--- config.mk ---
export PLATFORM = sky130hd
export DESIGN_NAME = countdown_timer_flat
export DESIGN_NICKNAME = d
export VERILOG_FILES = /design/src/rtl/countdown_timer_if.sv /design/src/rtl/countdown_timer.sv /design/src/flat_wrapper.sv
export SDC_FILE = /design/constraint.sdc
export NUM_CORES = 1
export LEC_CHECK = 0
export BUFFER_PORTS_ARGS = -buffer_cell sky130_fd_sc_hd__clkbuf_2
export CORE_MARGIN = 4
export CORE_UTILIZATION = 30
export CTS_CLUSTER_SIZE = 28
export DETAILED_ROUTE_END_ITERATION = 10
export PLACE_DENSITY = 0.55
export SLEW_MARGIN = 20
export SYNTH_ARGS = -nofsm -noshare
export SYNTH_HDL_FRONTEND = slang
export SYNTH_SLANG_ARGS = --single-unit
--- constraint.sdc ---
create_clock -name clk -period 2.1 [get_ports clk]
set_clock_uncertainty 0.2 [all_clocks]
set_input_delay 0.315 -clock clk [delete_from_list [all_inputs] [get_ports clk]]
set_output_delay 0.315 -clock clk [all_outputs]
set_load 0.005 [all_outputs]
--- src/rtl/countdown_timer_if.sv ---
`default_nettype none
// ============================================================================
//  Module      : countdown_timer_if
//  Description : Control/status bundle between game control logic and the
//                countdown timer.
//  Revision    : 1.0 - initial release
// ============================================================================
interface countdown_timer_if #(
  parameter int WIDTH = 16
);
  logic             start;
  logic [WIDTH-1:0] load_value;
  logic             pause;
  logic             abort;
  logic             busy;
  logic             paused;
  logic             expired;
  logic [WIDTH-1:0] remaining;

  modport master (
    output start, load_value, pause, abort,
    input  busy, paused, expired, remaining
  );

  modport slave (
    input  start, load_value, pause, abort,
    output busy, paused, expired, remaining
  );
endinterface
`default_nettype wire

--- src/rtl/countdown_timer.sv ---
`default_nettype none
// ============================================================================
//  Module      : countdown_timer
//  Description : Loadable prescaled down-counter with pause, abort and a
//                one-cycle expiry pulse. Define COUNTDOWN_AUTORELOAD_EN for
//                periodic (auto-reload) operation.
//  Revision    : 1.0 - initial release
// ============================================================================
module countdown_timer #(
  parameter int WIDTH    = 16,
  parameter int PRESCALE = 1000
) (
  input  logic                   clk,
  input  logic                   reset,
  countdown_timer_if.slave       bus
);

  localparam int                c_PCNT_W = (PRESCALE > 1) ? $clog2(PRESCALE) : 1;
  localparam logic [c_PCNT_W-1:0] c_PCNT_MAX = c_PCNT_W'(PRESCALE - 1);

  typedef enum logic [1:0] {
    S_IDLE = 2'd0,
    S_RUN  = 2'd1,
    S_HOLD = 2'd2
  } state_t;

  state_t              r_state;
  state_t              w_state_nxt;
  logic [WIDTH-1:0]    r_remaining;
  logic [WIDTH-1:0]    w_remaining_nxt;
  logic [WIDTH-1:0]    r_reload_val;
  logic [WIDTH-1:0]    w_reload_val_nxt;
  logic [c_PCNT_W-1:0] r_pcnt;
  logic [c_PCNT_W-1:0] w_pcnt_nxt;
  logic                r_expired;
  logic                w_expired_nxt;

  logic                w_active;
  logic                w_terminal;

  // HOLD releasing into RUN counts on the same edge so a K-cycle pause costs exactly K cycles.
  assign w_active   = (r_state == S_RUN) || ((r_state == S_HOLD) && !bus.pause);
  assign w_terminal = w_active && (r_pcnt == c_PCNT_MAX) && (r_remaining == WIDTH'(1));

  always_ff @(posedge clk) begin
    if (!reset) begin
      r_state      <= S_IDLE;
      r_remaining  <= '0;
      r_reload_val <= '0;
      r_pcnt       <= '0;
      r_expired    <= 1'b0;
    end else begin
      r_state      <= w_state_nxt;
      r_remaining  <= w_remaining_nxt;
      r_reload_val <= w_reload_val_nxt;
      r_pcnt       <= w_pcnt_nxt;
      r_expired    <= w_expired_nxt;
    end
  end

  always_comb begin
    w_state_nxt      = r_state;
    w_remaining_nxt  = r_remaining;
    w_reload_val_nxt = r_reload_val;
    w_pcnt_nxt       = r_pcnt;
    w_expired_nxt    = 1'b0;

    if (bus.abort) begin
      w_state_nxt     = S_IDLE;
      w_remaining_nxt = '0;
      w_pcnt_nxt      = '0;
    end else if (bus.start) begin
      w_remaining_nxt  = bus.load_value;
      w_reload_val_nxt = bus.load_value;
      w_pcnt_nxt       = '0;
      if (bus.load_value == '0) begin
        w_state_nxt   = S_IDLE;
        w_expired_nxt = 1'b1;
      end else begin
        w_state_nxt = bus.pause ? S_HOLD : S_RUN;
      end
    end else if (w_terminal) begin
      w_expired_nxt = 1'b1;
      w_pcnt_nxt    = '0;
`ifdef COUNTDOWN_AUTORELOAD_EN
      w_remaining_nxt = r_reload_val;
      w_state_nxt     = S_RUN;
`else
      w_remaining_nxt = '0;
      w_state_nxt     = S_IDLE;
`endif
    end else if ((r_state != S_IDLE) && bus.pause) begin
      w_state_nxt = S_HOLD;
    end else if (w_active) begin
      w_state_nxt = S_RUN;
      if (r_pcnt == c_PCNT_MAX) begin
        w_pcnt_nxt = '0;
        if (r_remaining != '0) begin
          w_remaining_nxt = r_remaining - WIDTH'(1);
        end
      end else begin
        w_pcnt_nxt = r_pcnt + c_PCNT_W'(1);
      end
    end
  end

  assign bus.busy      = (r_state != S_IDLE);
  assign bus.paused    = (r_state == S_HOLD);
  assign bus.expired   = r_expired;
  assign bus.remaining = r_remaining;

endmodule
`default_nettype wire

--- src/flat_wrapper.sv ---
// flat-port wrapper written by rule: the top's interface ports become plain ports
module countdown_timer_flat 
#(
  parameter int WIDTH    = 16,
  parameter int PRESCALE = 1000
)
  (clk, reset, bus_start, bus_load_value, bus_pause, bus_abort, bus_busy, bus_paused, bus_expired, bus_remaining);
  countdown_timer_if #(.WIDTH(WIDTH)) bus_i ();
  input  logic clk;
  input  logic reset;
  input wire logic [$bits(bus_i.start)-1:0] bus_start;
  input wire logic [$bits(bus_i.load_value)-1:0] bus_load_value;
  input wire logic [$bits(bus_i.pause)-1:0] bus_pause;
  input wire logic [$bits(bus_i.abort)-1:0] bus_abort;
  output wire logic [$bits(bus_i.busy)-1:0] bus_busy;
  output wire logic [$bits(bus_i.paused)-1:0] bus_paused;
  output wire logic [$bits(bus_i.expired)-1:0] bus_expired;
  output wire logic [$bits(bus_i.remaining)-1:0] bus_remaining;
  assign bus_i.start = bus_start;
  assign bus_i.load_value = bus_load_value;
  assign bus_i.pause = bus_pause;
  assign bus_i.abort = bus_abort;
  assign bus_busy = bus_i.busy;
  assign bus_paused = bus_i.paused;
  assign bus_expired = bus_i.expired;
  assign bus_remaining = bus_i.remaining;
  countdown_timer #(.WIDTH(WIDTH), .PRESCALE(PRESCALE)) u_core (.clk(clk), .reset(reset), .bus(bus_i));
endmodule
# Word level (Yosys, flattened, before mapping)

Index checks and enable logic that the tools add are counted.

Bits in registers: 29
Bits of input ports: 21

Reduce and logical (&&, ||, !) cells: 17
Multiplexer cells: 16
Add/subtract/negate cells: 2
Bitwise logic cells: 2
Equal/unequal tests: 5

Operators by type and width:

| cell                  | count |
|---|---|
| $mux 16               | 6 |
| $eq 16x1->1 const B   | 1 |
| $logic_not 16->1      | 1 |
| $reduce_bool 16->1    | 1 |
| $sub 16x1->16 const B | 1 |
| $mux 2                | 6 |
| $add 10x1->10 const B | 1 |
| $eq 10x10->1 const B  | 1 |
| $mux 10               | 1 |
| $reduce_bool 3->1     | 3 |
| $logic_and 1x1->1     | 4 |
| $reduce_and 4->1      | 1 |
| $reduce_bool 4->1     | 1 |
| $reduce_or 4->1       | 1 |
| $mux 1                | 3 |
| $ne 3x2->1 const B    | 1 |
| $eq 2x1->1 const B    | 1 |
| $eq 2x2->1 const B    | 1 |
| $not 1->1             | 2 |
| $reduce_and 2->1      | 1 |
| $reduce_bool 2->1     | 1 |
| $reduce_or 2->1       | 1 |
| $logic_not 1->1       | 1 |
| $logic_or 1x1->1      | 1 |

# Logic depth before layout (Yosys ltp)

Gate-level depths: netlist (run 1).

Depth after elaboration: 7
Depth in mapped cells: 8

# Least setup slack after synthesis (run 1)

No wires, ideal clock.

Kind: reg2reg
Start: register u_core.r_pcnt[0]
End: register u_core.r_remaining[9], in the netlist u_core.bus.remaining[9]
Buffers on the path: 0
Data arrival time: 1.835 ns
Slack: -0.009 ns
Library setup time: 0.074 ns
Period minus slack after synthesis: 2.109 ns
Stages on the path, launching flop included: 7
Cells stage by stage: dfxtp_1 > ha_1 > and4bb_1 > nand3_2 > or3_1 > or4_1 > a31oi_1

Longest elaborated chain between the ends: 5
Elaborated cells between the ends (all ways): 10

RTL lines:

| item                                                         | line                                         | text |
|---|---|---|
| from (decl)                                                  | countdown_timer.sv:33                        | `logic [c_PCNT_W-1:0] r_pcnt;` |
| from (signal assigned)                                       | countdown_timer.sv:56                        | `r_pcnt <= w_pcnt_nxt;` |
| $eq 10x10->1 (*)                                             | countdown_timer.sv:43, countdown_timer.sv:96 |  |
| $logic_and 1x1->1 (2 in a row)                               | countdown_timer.sv:43                        | `assign w_terminal = w_active && (r_pcnt == c_PCNT_MAX) && (r_remaining == WIDTH'(1));` |
| $ne 3x2->1 (no line), or another cell as far along           | --                                           |  |
| $reduce_and 4->1 (no line) / $mux 16 (equally long branches) | --                                           |  |
| to (signal assigned)                                         | countdown_timer.sv:54                        | `r_remaining <= w_remaining_nxt;` |
| to (decl)                                                    | countdown_timer.sv:29                        | `logic [WIDTH-1:0] r_remaining;` |

Every way passes the cells marked *; elsewhere a longest branch is shown, timed or not.
A chain may end at the register's enable or synchronous reset.

# Worst setup path after layout (run 1)

Start: register u_core.r_remaining[12], in the netlist u_core.bus.remaining[12]
End: register u_core.r_remaining[12], in the netlist u_core.bus.remaining[12]

Longest elaborated chain between the ends: 7
Elaborated cells between the ends (all ways): 15

RTL lines:

| item          | line                  | text |
|---|---|---|
| $sub 16x1->16 | countdown_timer.sv:99 | `w_remaining_nxt = r_remaining - WIDTH'(1);` |
| $mux 16       | countdown_timer.sv:98 | `if (r_remaining != '0) begin` |
| $mux 16       | countdown_timer.sv:96 | `if (r_pcnt == c_PCNT_MAX) begin` |
| $mux 16       | countdown_timer.sv:94 | `end else if (w_active) begin` |
| $mux 16       | countdown_timer.sv:92 | `end else if ((r_state != S_IDLE) && bus.pause) begin` |
| $mux 16       | countdown_timer.sv:82 | `end else if (w_terminal) begin` |
| $mux 16       | countdown_timer.sv:72 | `end else if (bus.start) begin` |

Several ways; a longest one is shown, not always the timed one. The select of a mux whose other input is x is not followed.

==> flow_metrics.tcl, run 1 <==
set metrics [dict create \
    cts_sinks 29 \
    dpl_cell_area_sq_um 2490 \
    p_leak_nw 1.13 \
    hold_ws_ps 69.3 \
    place_congestion 0.884 \
    final_cell_area_sq_um 2730 \
    hold_path_startpoint "bus_pause" \
    fill_cells 608 \
    synth_edf_count 0 \
    dp_hpwl_mm 4.69 \
    synth_top_area_share_pct 31.5 \
    dieArea_sq_um 7450 \
    required_ps 2080 \
    synth.most_common_cell "dfxtp_1" \
    timing_worst_setup_path_type "register to register" \
    root_buffer "clkbuf_8" \
    final_net_count 347 \
    max_slew_margin_pct 70.6 \
    ys_seq_elements 29 \
    clk_pin_slew_ps 70 \
    synth_top_area_cell "dfxtp_1" \
    p_per_area_nw_per_um2 553 \
    violations "setup timing" \
    synth-main-ff-cell "dfxtp_1" \
    grt-ovfl-total 0 \
    num_rows 28 \
    routed_wl_mm 6.26 \
    viasPerCell 5.18 \
    multiInputGateArea_sq_um 1290 \
    dieHeight_microns 86.3 \
    synth_nets 253 \
    antenna_found_initial 0 \
    crit_buf_inv 1 \
    fin_cells 399 \
    htreeDepth 2 \
    final_util_pct 46.1 \
    cp_data_arrival_time_ps 2170 \
    endpoint_kind "register" \
    setup_ws_ps -84.3 \
    cp_max_fo 5 \
    syn_area_per_cell_sq_um 8.04 \
    drtIter0Drc 113 \
    track_usage_pct 17.2 \
    vias 2068 \
    dp_cells 387 \
    r2r-start "u_core.bus.remaining[12]" \
    setup_violations 15 \
    max_freq_mhz 458 \
    grt_pass1_wl_mm 10.1 \
    syn_inst 229 \
    synth_seq_area_share_pct 31.5 \
    slowest_delay_ps 410 \
    insertion_delay_ps 290 \
    ys_types 51 \
    synthTopCellsByCount "29 x dfxtp_1, 24 x nor2_1, 18 x nand2_1" \
    finalHoldViolCount 0 \
    ir_worst_vdd_v 0.000235 \
    drive_gt1_share_pct 40.7 \
    fin_setup_tns_ps -921 \
    cp-start-kind "register" \
    start_util_pct 31.1 \
    yosys_warnings 0 \
    cts_made_buffers 5 \
    cts_tree "done" \
    ys_async_sr_fraction_pct 0 \
    period_share_pct 104 \
    regArea_sq_um 586 \
    cp_cell_sequence "or3_4 > nor3_4 > and4b_2 > buf_4 > nand2_1 > nand2_2 > and4bb_1" \
    r2r_slack_ps -80 \
    synthTopCellsByArea "dfxtp_1 32%, nor2_1 4.9%, a21oi_1 4.6%" \
    antenna_cells 0 \
    ant_nets 0 \
    tightest_slew_ps 437 \
    core_sq_um 5920 \
    status "finished with violations" \
    rsz0062_at_grt "yes" \
    syn2layout_area_growth_pct 48.2 \
    drv_cap 0 \
    cpMaxStageDelayCell "or3_4" \
    io-pin-count 40 \
    die_w_microns 86.3 \
    crit_family "simple AND/OR/NAND/NOR gates" \
    cts.path.max_buffers 2 \
    syn_area_sq_um 1840 \
    holdCritPathClass "input pin to register" \
    io_buffer_count 39 \
    grt_pass1_vias 2061 \
    remaining_drc_errors 0 \
    drv_slew 0 \
    cts_hold_buf 0 \
    drtPass1Iterations 4 \
    grt_start_max_net_pins 17 \
    post-route-min-period_ps 2180 \
    crit_start "u_core.bus.remaining[12]" \
    avgRoutedWirePerCell_microns 15.7 \
]
-- layout make-up --
class | count | share of cell area [%]
repair buffers | 95 | 23.0
well taps | 75 | 3.44
multi-input cells | 187 | 47.2
flip-flops and latches | 29 | 21.5
inverters | 5 | 0.688
clock inverters | 3 | 1.70
clock buffers | 5 | 2.52
-- stage by stage --
step                power, mW  setup WS [ps]
finish                   1.51          -84.3
detailed placement      0.889          -34.2
CTS                      1.50          -49.2
floorplan               0.739          -8.57
global placement        0.887           2.79
global route             1.58           -163
-- metal layers --
metal  vias to the layer above  share of wire, %  track usage (%)
met5                         -                 0                0
li1                       1044                 -                -
met3                         4               5.6             3.61
met2                        52                48             28.8
met1                       968                46             22.5
met4                         0              0.72             4.53
-- cell families after synthesis --
kind of cell | count (synthesis) | share of synthesized area [%]
XOR/XNOR | 12 | 5.71
buffers and inverters | 13 | 3.19
flip-flops | 29 | 31.5
AND/OR/NAND/NOR | 109 | 32.8
AO/OA/AOI/OAI | 63 | 24.7
adder cells (fa/ha/maj) | 3 | 2.04
-- power by group --
part           switching, mW  internal [mW]
combinational          0.170          0.160
sequential            0.0109          0.564
clock                  0.247          0.355
total                  0.428           1.08
-- repair_timing --
item | 4_1_cts | 5_1_grt
pin swaps | 0 | 20
setup endpoints to repair | 9 | 26
gates resized for setup | 5 | 24
buffers inserted | 0 | 4
-- worst register-to-register path, delay by kind of cell (launching register included) --
kind | cells | cell delay (ps)
AND/OR/NAND/NOR | 6 | 1400
flip-flops | 1 | 320
buffers and inverters | 1 | 160
-- layout by cell type, fill, tap and decap left out, drive strengths merged, types with 2 or more instances in the layout --
cell type | Yosys | final
nand2b | 3 | 3
and4bb | 2 | 2
nand4 | 6 | 6
o32ai | 2 | 2
nor2 | 25 | 25
o21a | 5 | 5
or2 | 2 | 2
nor2b | 3 | 3
clkinv | 1 | 2
a21o | 2 | 2
nand2 | 18 | 18
clkbuf | 3 | 44
and3 | 4 | 4
xor2 | 6 | 6
nor3 | 16 | 16
and4 | 3 | 3
buf | 5 | 56
o21ai | 14 | 14
nand3 | 11 | 11
a31oi | 5 | 5
dfxtp | 29 | 29
o221a | 6 | 6
xnor2 | 6 | 6
nor4 | 8 | 8
o21bai | 3 | 3
and2 | 2 | 2
or3 | 3 | 3
inv | 4 | 4
a21oi | 17 | 17
o211a | 2 | 2
ha | 3 | 3
a211oi | 2 | 2
-- worst paths after layout --
path                                   end  cells past startpoint
setup / recovery  u_core.bus.remaining[12]                      7
hold / removal           u_core.r_state[0]                      2
setup reg to reg  u_core.bus.remaining[12]                      7
hold reg to reg          u_core.r_state[1]                      2
-- flip-flops by register name, indices dropped and copies added (netlist names) --
name	count
u_core.r_pcnt	10
u_core.bus.expired	1
u_core.r_state	2
u_core.bus.remaining	16
Power figures use the tool's default switching activity.
==> run 2: changes to the inputs <==
- PLACE_DENSITY: 0.55 -> 0.51
==> run 2 against run 1 <==
Compared with the run above:
- the run still ends with setup timing left
- largest cell class unchanged
- clock power is 15% lower
- critical endpoint is now u_core.bus.remaining[9]
- core utilization fell by 0.36 points
- sequential share of layout area increased by 0.26 points
- register-to-register slack gained 40 ps
- total power decreased by 6.3%
- die area unchanged
- sequential cell count did not move
- setup slack improved by 44 ps
- final cell count is the same
- via count is 0.15% lower
- final area is 0.78% lower
- combinational power is 2% lower
==> flow_metrics.tcl, run 2 (same netlist as run 1, synthesis figures left out) <==
set metrics [dict create \
    status "finished with violations" \
    violations "setup timing" \
    viasPerCell 5.18 \
    finalHoldViolCount 0 \
    slowest_delay_ps 390 \
    place_congestion 0.812 \
    final_cell_mix "56 x buf_4, 39 x clkbuf_2, 24 x nor2_1" \
    cts_sinks 29 \
    post-route-min-period_ps 2140 \
    core_sq_um 5920 \
    rsz0062_at_grt "yes" \
    track_usage_pct 17.4 \
    cts_tree "done" \
    insertion_delay_ps 280 \
    period_share_pct 102 \
    start_util_pct 31.1 \
    tightest_slew_ps 448 \
    vias 2065 \
    htreeDepth 2 \
    power_switching_mw 0.392 \
    drtIter0Drc 136 \
    final_common_cell "buf_4" \
    io-pin-count 40 \
    die_w_microns 86.3 \
    cp-start-kind "register" \
    p_total_mw 1.41 \
    dp_hpwl_mm 4.81 \
    timing_worst_setup_path_type "register to register" \
    crit_buf_inv 0 \
    setup_ws_ps -40.7 \
    drtPass1Iterations 4 \
    cp_cell_sequence "or3_4 > or2_1 > or3_1 > or4_1 > a31oi_1" \
    max_freq_mhz 467 \
    dieHeight_microns 86.3 \
    antenna_cells 0 \
    regArea_sq_um 588 \
    p_leak_nw 1.13 \
    final_net_count 347 \
    power_frac_seq_pct 40.7 \
    fill_cells 616 \
    grt_pass1_vias 2096 \
    grt_start_max_net_pins 17 \
    setup_violations 3 \
    antenna_found_initial 0 \
    p_per_area_nw_per_um2 522 \
    cts.path.max_buffers 2 \
    num_rows 28 \
    max_slew_margin_pct 69.9 \
    power_frac_comb_pct 23.0 \
    dieArea_sq_um 7450 \
    drv_cap 0 \
    crit_family "simple AND/OR/NAND/NOR gates" \
    routed_wl_mm 6.17 \
    fin_cells 399 \
    holdCritPathClass "input pin to register" \
    ant_nets 0 \
    intPower_mw 1.02 \
    swShare_pct 27.8 \
    avgRoutedWirePerCell_microns 15.5 \
    required_ps 2100 \
    cp_data_arrival_time_ps 2140 \
    cts_made_buffers 5 \
    root_buffer "clkbuf_8" \
    remaining_drc_errors 0 \
    io_buffer_count 39 \
    multiInputGateArea_sq_um 1290 \
    drv_slew 0 \
    largest_reg_flops 16 \
    cpMaxStageDelayCell "or4_1" \
    cts_hold_buf 0 \
    clk_pin_slew_ps 60 \
    fin_setup_tns_ps -60.6 \
    endpoint_kind "register" \
    pwr-share-clk_pct 36.2 \
    syn2layout_area_growth_pct 47.0 \
    cp_max_fo 3 \
    grt_pass1_wl_mm 10.3 \
    final_util_pct 45.7 \
    drive_gt1_share_pct 40.7 \
    grt-ovfl-total 0 \
    dp_cells 387 \
    ir_worst_vdd_v 0.000264 \
]
run 2: cell count changes in the layout (fill, tap and decap cells not counted), sizes merged:
cell	previous run	this run
clkbuf	44	46
bufinv	1	0
clkinvlp	1	0
run 2: stage by stage:
stage,setup slack [ps],hold WS [ps],instance area (sq um)
floorplan,-8.57,192,1850
global placement,-7.69,286,2490
detailed placement,-74.7,296,2490
CTS,-68.9,65.0,2640
global route,-147,104,2710
finish,-40.7,91.7,2710
run 2: what timing repair did:
action | 4_1_cts | 5_1_grt
setup buffers | 2 | 2
endpoints found under the setup margin | 18 | 26
gates cloned | 0 | 0
resized for setup | 8 | 16
pin swaps | 4 | 7
run 2: routing by layer:
layer  share of wire, %  global-route usage [%]  wire (microns)
met5                  0                       0               0
met4               0.58                    4.11              36
met3                6.3                    3.23             388
met2                 48                    29.3            2970
met1                 45                    23.0            2770
run 2: path summary, 6_finish.rpt:
path	from	end	slack, ps	cells after the start
min	bus_pause	u_core.r_state[0]	90	2
max reg2reg	u_core.bus.remaining[6]	u_core.bus.remaining[9]	-40	5
min reg2reg	u_core.bus.remaining[0]	u_core.bus.remaining[0]	330	2
max	u_core.bus.remaining[6]	u_core.bus.remaining[9]	-40	5
run 2: area by class of cell:
type	count	share of cell area [%]
repair buffers	95	22.7
inverters	5	0.693
well taps	75	3.47
multi-input cells	187	47.6
clock inverters	1	0.185
clock buffers	7	3.56
flip-flops and latches	29	21.7
run 2: power groups by stage:
stage / clock [mW] / sequential [mW] / combinational, mW
after floorplan: 0 / 0.593 / 0.146
after global placement: 0 / 0.586 / 0.302
after detailed placement: 0 / 0.586 / 0.305
after CTS: 0.539 / 0.574 / 0.318
after global routing: 0.561 / 0.576 / 0.359
final: 0.512 / 0.575 / 0.325
